--- src/rtl/bullet_ctrl.sv ---
// bullet_ctrl: fixed pool of bullets fed by the tank movement stage.
// Spawns one bullet per fire press into the lowest free slot, moves every
// live bullet once per frame, reflects it off the screen edges and retires
// it after a fixed number of frames.
`timescale 1ns/1ps

module bullet_ctrl #(
  parameter int         NUM_BULLETS = 5,
  parameter logic [7:0] BULLET_STEP = 8'h08,
  parameter logic [9:0] LIFETIME    = 10'd120,
  parameter logic [5:0] COOLDOWN    = 6'd10,
  parameter logic [9:0] X_MIN       = 10'd0,
  parameter logic [9:0] X_MAX       = 10'd639,
  parameter logic [9:0] Y_MIN       = 10'd0,
  parameter logic [9:0] Y_MAX       = 10'd479
) (
  input  logic                          frame_clk,
  input  logic                          Reset_n,
  input  logic                          ShootBullet,
  input  logic [9:0]                    TankX,
  input  logic [9:0]                    TankY,
  input  logic [7:0]                    sin,
  input  logic [7:0]                    cos,
  output logic [10*NUM_BULLETS-1:0]     BulletX,
  output logic [10*NUM_BULLETS-1:0]     BulletY,
  output logic [NUM_BULLETS-1:0]        BulletActive,
  output logic                          FireAck
);

  // One axis of motion after a frame: new position and possibly reflected velocity.
  typedef struct packed {
    logic [9:0] pos;
    logic [9:0] vel;
  } axis_t;

  // Per-slot state, packed so slot i sits at bits [10i+9:10i] like the outputs.
  logic [NUM_BULLETS-1:0][9:0] pos_x;
  logic [NUM_BULLETS-1:0][9:0] pos_y;
  logic [NUM_BULLETS-1:0][9:0] vel_x;
  logic [NUM_BULLETS-1:0][9:0] vel_y;
  logic [NUM_BULLETS-1:0][9:0] life;
  logic [NUM_BULLETS-1:0]      active;

  // Fire control state.
  logic [5:0] cooldown;
  logic       shoot_prev;
  logic       primed;

  // Combinational decisions for the current frame.
  logic                        fire_req;
  logic                        fire_accept;
  logic                        pool_has_free;
  logic [NUM_BULLETS-1:0]      spawn_onehot;
  logic [13:0]                 prod_x;
  logic [13:0]                 prod_y;
  logic [6:0]                  mag_x;
  logic [6:0]                  mag_y;
  logic [9:0]                  spawn_vx;
  logic [9:0]                  spawn_vy;
  axis_t [NUM_BULLETS-1:0]     step_x;
  axis_t [NUM_BULLETS-1:0]     step_y;

  // Advance one axis by its velocity in 11-bit signed arithmetic and reflect
  // off [lo, hi], clamping the position to the edge it crossed.
  function automatic axis_t axis_step(input logic [9:0] pos,
                                      input logic [9:0] vel,
                                      input logic [9:0] lo,
                                      input logic [9:0] hi);
    logic signed [10:0] nxt;
    axis_t              r;
    nxt   = $signed({1'b0, pos}) + $signed({vel[9], vel});
    r.pos = nxt[9:0];
    r.vel = vel;
    if (nxt < $signed({1'b0, lo})) begin
      r.pos = lo;
      r.vel = 10'd0 - vel;
    end else if (nxt > $signed({1'b0, hi})) begin
      r.pos = hi;
      r.vel = 10'd0 - vel;
    end
    return r;
  endfunction

  // Rising edge of the fire key; ignored on the first edge after reset so a
  // key held through reset must be released and pressed again.
  assign fire_req    = ShootBullet & ~shoot_prev & primed;
  assign fire_accept = fire_req && (cooldown == 6'd0) && pool_has_free;

  // Pick the lowest-index slot that is free at the start of this frame.
  always_comb begin
    // NOTE: every always_comb output gets a default first so no path leaves it
    // unassigned; otherwise synthesis infers a latch.
    spawn_onehot  = '0;
    pool_has_free = 1'b0;
    for (int i = 0; i < NUM_BULLETS; i++) begin
      if (!active[i] && !pool_has_free) begin
        spawn_onehot[i] = 1'b1;
        pool_has_free   = 1'b1;
      end
    end
  end

  // Launch velocity from the current heading; magnitude is step*trig/128.
  always_comb begin
    prod_x   = {7'd0, BULLET_STEP[6:0]} * {7'd0, cos[6:0]};
    prod_y   = {7'd0, BULLET_STEP[6:0]} * {7'd0, sin[6:0]};
    mag_x    = prod_x[13:7];
    mag_y    = prod_y[13:7];
    // Negative cosine points left.
    spawn_vx = cos[7] ? (10'd0 - {3'd0, mag_x}) : {3'd0, mag_x};
    // Screen Y grows downward, so a positive sine moves the bullet up.
    spawn_vy = sin[7] ? {3'd0, mag_y} : (10'd0 - {3'd0, mag_y});
  end

  // Candidate next position/velocity of every slot, with edge reflection.
  always_comb begin
    step_x = '0;
    step_y = '0;
    for (int i = 0; i < NUM_BULLETS; i++) begin
      step_x[i] = axis_step(pos_x[i], vel_x[i], X_MIN, X_MAX);
      step_y[i] = axis_step(pos_y[i], vel_y[i], Y_MIN, Y_MAX);
    end
  end

  // Key edge detector, post-reset priming and the spawn acknowledge pulse.
  always_ff @(posedge frame_clk or negedge Reset_n) begin
    if (!Reset_n) begin
      shoot_prev <= 1'b0;
      primed     <= 1'b0;
      FireAck    <= 1'b0;
    end else begin
      // NOTE: sequential state uses non-blocking assignments so every flop
      // samples the pre-edge values, independent of statement order.
      shoot_prev <= ShootBullet;
      primed     <= 1'b1;
      FireAck    <= fire_accept;
    end
  end

  // Fire cooldown: reload on an accepted fire, otherwise count down to zero.
  always_ff @(posedge frame_clk or negedge Reset_n) begin
    if (!Reset_n) begin
      cooldown <= 6'd0;
    end else if (fire_accept) begin
      cooldown <= COOLDOWN;
    end else if (cooldown != 6'd0) begin
      cooldown <= cooldown - 6'd1;
    end
  end

  // Slot array: spawn into the chosen slot, otherwise move and age live slots.
  always_ff @(posedge frame_clk or negedge Reset_n) begin
    if (!Reset_n) begin
      // NOTE: the slot state is a handful of flops, not a RAM, so clearing it
      // in reset is cheap and keeps the outputs defined straight away.
      pos_x  <= '0;
      pos_y  <= '0;
      vel_x  <= '0;
      vel_y  <= '0;
      life   <= '0;
      active <= '0;
    end else begin
      for (int i = 0; i < NUM_BULLETS; i++) begin
        if (fire_accept && spawn_onehot[i]) begin
          pos_x[i]  <= TankX;
          pos_y[i]  <= TankY;
          vel_x[i]  <= spawn_vx;
          vel_y[i]  <= spawn_vy;
          life[i]   <= LIFETIME;
          active[i] <= 1'b1;
        end else if (active[i]) begin
          if (life[i] == 10'd1) begin
            // Last frame: retire in place, position left as it was.
            active[i] <= 1'b0;
            life[i]   <= 10'd0;
          end else begin
            pos_x[i] <= step_x[i].pos;
            vel_x[i] <= step_x[i].vel;
            pos_y[i] <= step_y[i].pos;
            vel_y[i] <= step_y[i].vel;
            life[i]  <= life[i] - 10'd1;
          end
        end
      end
    end
  end

  // Packed slot arrays already match the flattened output layout.
  assign BulletX      = pos_x;
  assign BulletY      = pos_y;
  assign BulletActive = active;

endmodule
--- config.mk ---
export PLATFORM = sky130hd
export DESIGN_NAME = bullet_ctrl
export DESIGN_NICKNAME = d
export VERILOG_FILES = /design/src/rtl/bullet_ctrl.sv
export SDC_FILE = /design/constraint.sdc
export NUM_CORES = 1
export LEC_CHECK = 0
export ABC_AREA = 0
export CORE_MARGIN = 10
export CORE_UTILIZATION = 55
export DETAILED_ROUTE_END_ITERATION = 7
export DONT_BUFFER_PORTS = 1
export GPL_TIMING_DRIVEN = 0
export PLACE_DENSITY = 0.76
export SLEW_MARGIN = 20
export SYNTH_ARGS = -nofsm -noshare
export SYNTH_HDL_FRONTEND = slang
export SYNTH_SLANG_ARGS = --single-unit
--- constraint.sdc ---
create_clock -name frame_clk -period 3.7 [get_ports frame_clk]
set_input_delay 0.37 -clock frame_clk [delete_from_list [all_inputs] [get_ports frame_clk]]
set_output_delay 0.37 -clock frame_clk [all_outputs]
set_load 0.1 [all_outputs]
==> Word level (Yosys, flattened, before mapping) <==
Cells that the tools add are included.
{ "totals": {"reg_bits": 264, "in_bits": 39} }
{ "classes": {"reduce_logical": 51, "bitwise": 3, "n_mux": 123, "magnitude_cmp": 20, "n_eq_ne": 10, "addsub": 28} }
{ "ops": {"columns": ["cell", "count"], "rows": [
  ["$mux W10", 77],
  ["$mux W20", 20],
  ["$add A11 B10 Y11", 10],
  ["$lt A11 B1 Y1 const B", 10],
  ["$sub A1 B10 Y10 const A", 10],
  ["$gt A11 B10 Y1 const B", 5],
  ["$gt A11 B11 Y1 const B", 5],
  ["$eq A10 B1 Y1 const B", 5],
  ["$sub A10 B1 Y10 const B", 5],
  ["$reduce_and A3 Y1", 10],
  ["$reduce_bool A3 Y1", 10],
  ["$mux W1", 24],
  ["$mux W6", 2],
  ["$reduce_bool A2 Y1", 6],
  ["$logic_and A1 B1 Y1", 11],
  ["$ne A2 B2 Y1 const B", 5],
  ["$reduce_and A2 Y1", 5],
  ["$sub A1 B3 Y4 const A", 2],
  ["$logic_not A1 Y1", 7],
  ["$logic_not A6 Y1", 1],
  ["$reduce_bool A6 Y1", 1],
  ["$sub A6 B1 Y6 const B", 1],
  ["$and A1 B1 Y1", 2],
  ["$not A1 Y1", 1]
]} }

==> Logic depth before layout (Yosys ltp) <==
Gate-level depths: netlist of the first run.
{ "depth": {"depth_word": 16, "mapped_depth": 12, "mapped_depth_nobuf": 11} }

==> Least setup slack after synthesis of the first run <==
No wires, ideal clock.
{ "synth_timing": {"path_type": "reg2reg", "start": "register pos_y, in the netlist BulletY[10]", "end": "register vel_y[13] in the netlist's numbering", "period_less_slack_ns": 3.525, "path_stages_with_launch": 13, "setup_time_ns": 0.082, "arrival_time_ns": 3.443, "setup_slack_ns": 0.175, "path_cell_list": "dfrtp_1 -> ha_1 -> inv_1 -> fa_1 -> nor2b_4 -> o31ai_1 -> a21oi_1 -> xnor2_1 -> a41oi_4 -> and2_4 -> buf_6 -> or4_1 -> a31oi_1"} }
{ "synth_between": {"elab_chain_len": 6, "elab_cells_between_ends": 9} }
{ "synth_lines": {"columns": ["item", "line", "rtl"], "rows": [
  ["start: declaration", "38", "logic [NUM_BULLETS-1:0][9:0] pos_y;"],
  ["start signal: indexed assignment", "166", "pos_y[i] <= TankY;"],
  ["start signal: indexed assignment", "179", "pos_y[i] <= step_y[i].pos;"],
  ["$add A11 B10 Y11 *", "71", "nxt = $signed({1'b0, pos}) + $signed({vel[9], vel});"],
  ["$lt A11 B1 Y1", "74", "if (nxt < $signed({1'b0, lo})) begin"],
  ["$mux W20", "74", null],
  ["$mux W10", "172", "if (life[i] == 10'd1) begin"],
  ["$mux W10", "171", "end else if (active[i]) begin"],
  ["$mux W10", "164", "if (fire_accept && spawn_onehot[i]) begin"],
  ["end signal: indexed assignment", "168", "vel_y[i] <= spawn_vy;"],
  ["end signal: indexed assignment", "180", "vel_y[i] <= step_y[i].vel;"],
  ["end: declaration", "40", "logic [NUM_BULLETS-1:0][9:0] vel_y;"]
]} }
Mark *: on every way between the ends. The rest lies on a longest branch, timed or not. The select of a mux whose other input is x is not followed.
A chain may end at the register's enable or synchronous reset.

==> Worst setup path in the final report of the first run <==
{ "layout_timing": {"start": "register cooldown[2]", "end": "register pos_x, in the netlist BulletX[25]"} }
{ "layout_between": {"elab_chain_len": 6, "elab_cells_between_ends": 8} }
{ "layout_lines": {"columns": ["item", "line", "rtl"], "rows": [
  ["start: declaration", "45", "logic [5:0] cooldown;"],
  ["start signal: assignment", "147", "cooldown <= cooldown - 6'd1;"],
  ["$logic_not A6 Y1 *", "87", "assign fire_accept = fire_req && (cooldown == 6'd0) && pool_has_free;"],
  ["$logic_and A1 B1 Y1 * (2 in a row)", "87", null],
  ["$logic_and A1 B1 Y1 *", "164", null],
  ["$ne A2 B2 Y1 (no line) / $reduce_bool A2 Y1 (equally long branches)", null, null],
  ["$reduce_and A2 Y1 (no line)", null, null],
  ["end signal: indexed assignment", "165", "pos_x[i] <= TankX;"],
  ["end signal: indexed assignment", "177", "pos_x[i] <= step_x[i].pos;"],
  ["end: declaration", "37", "logic [NUM_BULLETS-1:0][9:0] pos_x;"]
]} }
Mark *: on every way between the ends. The rest lies on a longest branch, timed or not.

==> results.py, run 1 <==
metrics = {
    "worst_setup_path": {
        "reg2reg_slack_ps": 150,
        "cp_top_family": "simple AND/OR/NAND/NOR gates",
        "worstPathCellList": "or3_4, nor4b_4, and2_2, nand3_1, nor2_1, clkbuf_1, nand2_1, nand3_1",
        "cpPeakStageDelay_ps": 760,
        "regToRegStartpoint": "cooldown[2]$_DFFE_PN0P_",
        "r2r-end": "BulletX[25]$_DFFE_PN0P_",
        "crit_arrival_ps": 4050,
        "startpoint_type": "flop",
        "path_buf_inv": 1,
        "rr_worst_depth": 8,
        "slowest_stage": "nor4b_4",
        "end_kind": "flop",
        "cp.depth": 8,
        "crit_type": "flop to flop",
        "crit_top_cell": "nand3_1",
        "critPathMaxFanout": 10,
        "required_ps": 4200,
    },
    "status": {
        "violations": "hold timing",
        "outcome": "finished with violations",
    },
    "clock_network": {
        "ctsHoldBuffers": 23,
        "cts_buffer_depth": 3,
        "h-tree-depth": 1,
        "cts_buffers": 30,
        "clk_pin_slew_ps": 70,
        "clk_latency_ps": 570,
        "clockRootBuffer": "clkbuf_16",
        "cts_tree": "yes",
        "clock-sinks": 264,
    },
    "synth": {
        "synth_cells": 2140,
        "yosysMostFrequentCell": "dfrtp_1",
        "ys_types": 104,
        "async_reset_ff_share_pct": 100,
        "syn_area_sq_um": 18600,
        "synth_top_area_cell": "dfrtp_1",
        "synth_top_area_share_pct": 35.6,
        "synth.top_cells.by_count": "264 x dfrtp_1, 214 x a21oi_1, 194 x nor2_1, 171 x nand2_1, 130 x o21ai_0",
        "yosysSeqAreaShare_pct": 35.6,
        "yosysWarnings": 0,
        "synth-adder-area-share_pct": 9.37,
        "synthXorXnorAreaFrac_pct": 4.77,
        "syn_nets": 2312,
        "synth-edff-count": 0,
        "syn_avg_cell_area_sq_um": 8.67,
        "synth_compound_area_share_pct": 25.4,
        "synthSimpleGateAreaFrac_pct": 20.8,
        "synthTopCellsByArea": "dfrtp_1 36%, ha_1 8.3%, a21oi_1 5.8%",
        "ys_seq_elements": 264,
        "synth_top_family_by_area": "compound AO/OA/AOI/OAI gates",
        "synth_mux_area_share_pct": 0.654,
        "synth_ff_type": "dfrtp_1",
    },
    "layout": {
        "n_fill_cell": 2809,
        "syn_to_final_growth_pct": 11.5,
        "drive_above_1_share_pct": 9.67,
        "nNetsFinal": 2372,
        "stdcell_count": 2675,
        "post-route-util_pct": 61.8,
    },
    "drt": {
        "drt-wirelength-per-cell_microns": 22.2,
        "avgViaCountPerCell": 6.57,
        "num_vias": 17600,
        "routed_wl_mm": 59.3,
        "firstDrtPassIters": 5,
        "ant_nets": 0,
        "dr.first_iter.drc_count": 1609,
        "drcViolationCount": 0,
    },
    "timing": {
        "fmax_ghz": 0.282,
        "slew_viol_final": 0,
        "tns_ps": 0,
        "slew_headroom_pct": 21.7,
        "clock_skew_ps": 18.9,
        "holdWs_ps": -495,
        "setup_violations": 0,
        "setup_slack_ps": 150,
        "final.period_utilization_pct": 96.0,
        "hold_viol_final": 264,
        "period_needed_ps": 3550,
        "worst_pin_slew_ps": 1140,
    },
    "run": {
        "drv_cap": 0,
    },
    "power": {
        "p_leak_nw": 8.59,
        "ir_worst_vdd_v": 0.000742,
        "power.density_nw_per_um2": 802,
    },
    "grt": {
        "grt_pass1_vias": 16700,
        "grt_max_degree": 265,
        "grtUsageTotal_pct": 27.4,
        "grt_pass1_wl_mm": 92.4,
        "grtUsageMet2_pct": 43.4,
        "grt_util_met1_pct": 35.2,
        "top_usage_layer": "met2",
        "grtUsageMet3_pct": 7.44,
        "grt_overflow": 0,
        "antenna_found_initial": 4,
    },
    "worst_hold_path": {
        "worstHoldPathType": "primary input to async pin",
    },
    "die": {
        "std_cell_rows": 67,
        "die_area_sq_um": 41500,
        "io_pins": 145,
        "core_sq_um": 33400,
        "initial_utilization_pct": 55.5,
        "die_width_microns": 204,
        "die_h_microns": 204,
    },
    "place": {
        "hpwlAfterDp_mm": 41.6,
        "dp.cells": 2588,
        "place_congestion": 0.951,
        "place_ws_ps": -358,
        "portBuffers": 0,
    },
}
layer usage:
layer  up-vias  share of wire (%)  wire length (microns)
li1       8107                  -                      -
met5         -                  0                      0
met2       831                 45                  26800
met3       143                 11                   6370
met1      8506                 40                  23900
met4         0                3.7                   2200
flip-flops by register name (all words and copies together), names as in the netlist:
name / cells
cooldown: 6
shoot_prev: 1
BulletActive: 5
life: 50
BulletY: 50
vel_x: 50
primed: 1
FireAck: 1
BulletX: 50
vel_y: 50
metrics by stage:
| stage | instance area (sq um) | total power (W) |
|---|---|---|
| after floorplan | 18600 | 0.0112 |
| after global placement | 19100 | 0.0125 |
| after detailed placement | 19100 | 0.0128 |
| after CTS | 20500 | 0.0162 |
| after global routing | 20700 | 0.0176 |
| final | 20700 | 0.0166 |
cells in the final DEF (no fill, tap or decap), drive strengths merged, types with 10 or more instances in the layout:
cell type	count
dfrtp	264
a21oi	215
nor2	195
nand2	172
o21ai	151
ha	123
inv	90
clkbuf	90
nand3	86
nor3	79
xnor2	74
or3	58
a31oi	35
and3	31
a211oi	28
xor2	27
a21o	27
o21a	26
nor2b	26
o22ai	25
nand2b	24
dlygate4sd3	23
o31ai	23
buf	23
a22oi	20
nor3b	19
or4	17
o211ai	17
a211o	16
a221o	15
nor4	14
a311oi	13
mux2i	11
a31o	11
fa	10
and2	10
o311ai	10
final cells by class:
cell class / count / area (sq um) / area share [%]
inverters: 91 / 342 / 1.65
well taps: 448 / 561 / 2.71
flip-flops and latches: 264 / 6720 / 32.5
clock inverters: 15 / 238 / 1.15
repair buffers: 27 / 260 / 1.26
multi-input cells: 1717 / 11400 / 55.2
clock buffers: 40 / 840 / 4.06
diodes: 4 / 10.0 / 0.0484
plain buffers: 69 / 298 / 1.44
worst max-delay path by stage:
stage / start / end / slack, ps
after global routing: BulletActive[4]$_DFF_PN0_ / vel_x[47]$_DFFE_PN0P_ / -3
final: cooldown[2]$_DFFE_PN0P_ / BulletX[25]$_DFFE_PN0P_ / 150
after floorplan: BulletY[10]$_DFFE_PN0P_ / vel_y[13]$_DFFE_PN0P_ / 170
after global placement: BulletX[20]$_DFFE_PN0P_ / BulletX[21]$_DFFE_PN0P_ / -340
after CTS: BulletX[21]$_DFFE_PN0P_ / vel_x[23]$_DFFE_PN0P_ / 2
after detailed placement: BulletX[0]$_DFFE_PN0P_ / vel_x[9]$_DFFE_PN0P_ / -360
power breakdown:
group          leakage, nW  switching (W)  internal, W
Sequential            2.91        0.00241      0.00352
Clock                0.524        0.00129      0.00201
Combinational         5.16        0.00432      0.00304
Total                 8.59        0.00802      0.00857
cells by family after synthesis:
logic type,Yosys count
adder cells (fa/ha/maj),133
multiplexers,12
AO/OA/AOI/OAI,706
flip-flops,264
buffers and inverters,160
AND/OR/NAND/NOR,763
other,1
XOR/XNOR,101
worst register-to-register path, cell delays in order (launching register included):
cell and delay [ps]:
dfrtp_1 430, or3_4 440, nor4b_4 760, and2_2 340, nand3_1 120, nor2_1 640, clkbuf_1 480, nand2_1 150
nand3_1 140
timing repair:
| action | CTS | global route |
|---|---|---|
| setup buffers | 0 | 4 |
| gates resized for setup | 34 | 63 |
| pin swaps | 1 | 5 |
| setup endpoints to repair | 118 | 132 |
| hold endpoints to repair | 362 | 264 |
| cloned | 1 | 0 |
(Power assumes the default switching activity.)
==> inputs of run 2 (changes only) <==
--- a/config.mk
+++ b/config.mk
@@ -7,5 +7,5 @@
 export LEC_CHECK = 0
 export ABC_AREA = 0
-export CORE_MARGIN = 10
+export CORE_MARGIN = 2
 export CORE_UTILIZATION = 55
 export DETAILED_ROUTE_END_ITERATION = 7
==> constraint.sdc (replaced) <==
create_clock -name frame_clk -period 3.7 [get_ports frame_clk]
set_input_delay 0.74 -clock frame_clk [delete_from_list [all_inputs] [get_ports frame_clk]]
set_output_delay 0.74 -clock frame_clk [all_outputs]
set_load 0.1 [all_outputs]
==> results.py, run 2 (same netlist as run 1, synthesis figures left out) <==
metrics = {
    "drt": {
        "dr.first_iter.drc_count": 1619,
        "drcViolationCount": 0,
        "num_vias": 17300,
        "wl_met3_mm": 6.04,
        "ant_nets": 0,
        "highest_layer": "met4",
        "firstDrtPassIters": 6,
        "m1WireLength_mm": 23.2,
        "wl_met2_mm": 26.1,
        "drt-wirelength-per-cell_microns": 21.6,
        "avgViaCountPerCell": 6.54,
        "routed_wl_mm": 57.2,
    },
    "place": {
        "hpwlAfterDp_mm": 40.3,
        "dp.cells": 2588,
        "place_congestion": 0.936,
        "place_ws_ps": -325,
        "portBuffers": 0,
    },
    "grt": {
        "grt_overflow": 0,
        "grt_pass1_vias": 16400,
        "antenna_found_initial": 1,
        "grtUsageTotal_pct": 31.7,
        "grt_pass1_wl_mm": 89.6,
        "grt_max_degree": 265,
    },
    "worst_setup_path": {
        "cpPeakStageDelay_ps": 630,
        "crit_type": "flop to flop",
        "slowest_stage": "dfrtp_4",
        "worstPathCellList": "ha_1, fa_1, a21o_1, a311o_1, o22ai_1, xor2_1, a21o_1, buf_2, nand2b_1, a21oi_1, a221o_1",
        "cp_top_family": "compound AO/OA/AOI/OAI gates",
        "startpoint_type": "flop",
        "path_buf_inv": 1,
        "crit_top_cell": "a21o_1",
        "crit_arrival_ps": 4010,
        "reg2reg_slack_ps": 150,
        "required_ps": 4160,
        "end_kind": "flop",
        "critPathMaxFanout": 10,
    },
    "clock_network": {
        "h-tree-depth": 1,
        "cts_buffers": 30,
        "cts_buffer_depth": 3,
        "clockRootBuffer": "clkbuf_16",
        "clk_pin_slew_ps": 60,
        "clk_latency_ps": 580,
        "clock-sinks": 264,
        "cts_tree": "yes",
    },
    "die": {
        "die_width_microns": 188,
        "core_sq_um": 33400,
        "initial_utilization_pct": 55.6,
        "io_pins": 145,
        "std_cell_rows": 67,
        "die_area_sq_um": 35200,
        "die_h_microns": 188,
    },
    "power": {
        "p_leak_nw": 8.55,
        "ir_worst_vdd_v": 0.000914,
        "power.total_w": 0.0165,
        "power.density_nw_per_um2": 805,
    },
    "layout": {
        "n_fill_cell": 2899,
        "multi_input_area_sq_um": 11400,
        "stdcell_count": 2650,
        "post-route-util_pct": 61.4,
        "layout_common_cells": "214 x a21oi_1, 206 x dfrtp_1, 194 x nor2_1",
        "final_common_cell": "a21oi_1",
        "drive_above_1_share_pct": 9.58,
        "antenna_cells": 0,
        "nNetsFinal": 2351,
        "syn_to_final_growth_pct": 10.4,
        "register_area_sq_um": 6700,
    },
    "timing": {
        "final.period_utilization_pct": 96.0,
        "setup_violations": 0,
        "worst_pin_slew_ps": 1290,
        "tns_ps": 0,
        "hold_viol_final": 264,
        "holdWs_ps": -124,
        "rsz0062_at_grt": "false",
        "slew_viol_final": 0,
        "clock_skew_ps": 25.8,
        "fmax_ghz": 0.281,
        "setup_slack_ps": 147,
        "period_needed_ps": 3550,
        "slew_headroom_pct": 11.8,
    },
    "worst_hold_path": {
        "worstHoldPathType": "primary input to async pin",
    },
    "status": {
        "outcome": "finished with violations",
        "violations": "hold timing",
    },
    "run": {
        "drv_cap": 0,
    },
}
[run 2: cell count changes in the layout (fill, tap and decap cells not counted), sizes merged]
cell | before | now
a311oi | 13 | 12
buf | 23 | 26
bufinv | 6 | 7
clkbuf | 90 | 91
clkinv | 8 | 6
diode | 4 | 0
dlygate4sd3 | 23 | 0
[run 2: final cells by class]
type,instances,share of cell area (%)
tap,448,2.74
inverter,91,1.67
clock buffer,41,4.31
timing repair buffer,7,0.256
buffer,69,1.45
multi-input combinational,1716,55.7
sequential,264,32.7
clock inverter,14,1.24
[run 2: report_power, final]
group	switching [W]	internal (W)
clock	0.00129	0.00215
combinational	0.00416	0.00300
sequential	0.00239	0.00350
[run 2: worst paths after layout]
| check | startpoint | depth (start not counted) | endpoint |
|---|---|---|---|
| setup reg to reg | BulletX[0]$_DFFE_PN0P_ | 11 | BulletX[4]$_DFFE_PN0P_ |
| min in group frame_clk | ShootBullet | 0 | shoot_prev$_DFF_PN0_ |
| setup / recovery | BulletX[0]$_DFFE_PN0P_ | 11 | BulletX[4]$_DFFE_PN0P_ |
| hold reg to reg | life[29]$_DFFE_PN0N_ | 1 | life[29]$_DFFE_PN0N_ |
| max in group asynchronous | Reset_n | 0 | BulletX[34]$_DFFE_PN0P_ |
| hold / removal | Reset_n | 0 | vel_y[49]$_DFFE_PN0P_ |
[run 2: repair_timing]
action                                  in CTS  in global routing
pin swaps                                    0                  3
setup buffers                                0                  7
gates resized for setup                     35                 48
hold endpoints to repair                   264                264
endpoints found under the setup margin     109                105
cloned                                       0                  0
[run 2: stage by stage]
step	cell area [sq um]	hold slack [ps]
CTS	20300	-136
floorplan	18600	438
finish	20500	-124
global route	20500	-139
detailed placement	19100	457
global placement	19100	459
[run 2: routing by layer]
layer / global-route usage [%] / vias to the layer above
met5: 0 / -
met3: 8.72 / 133
met1: 41.8 / 8417
li1: - / 8023
met2: 50.4 / 759
met4: 10.6 / 0
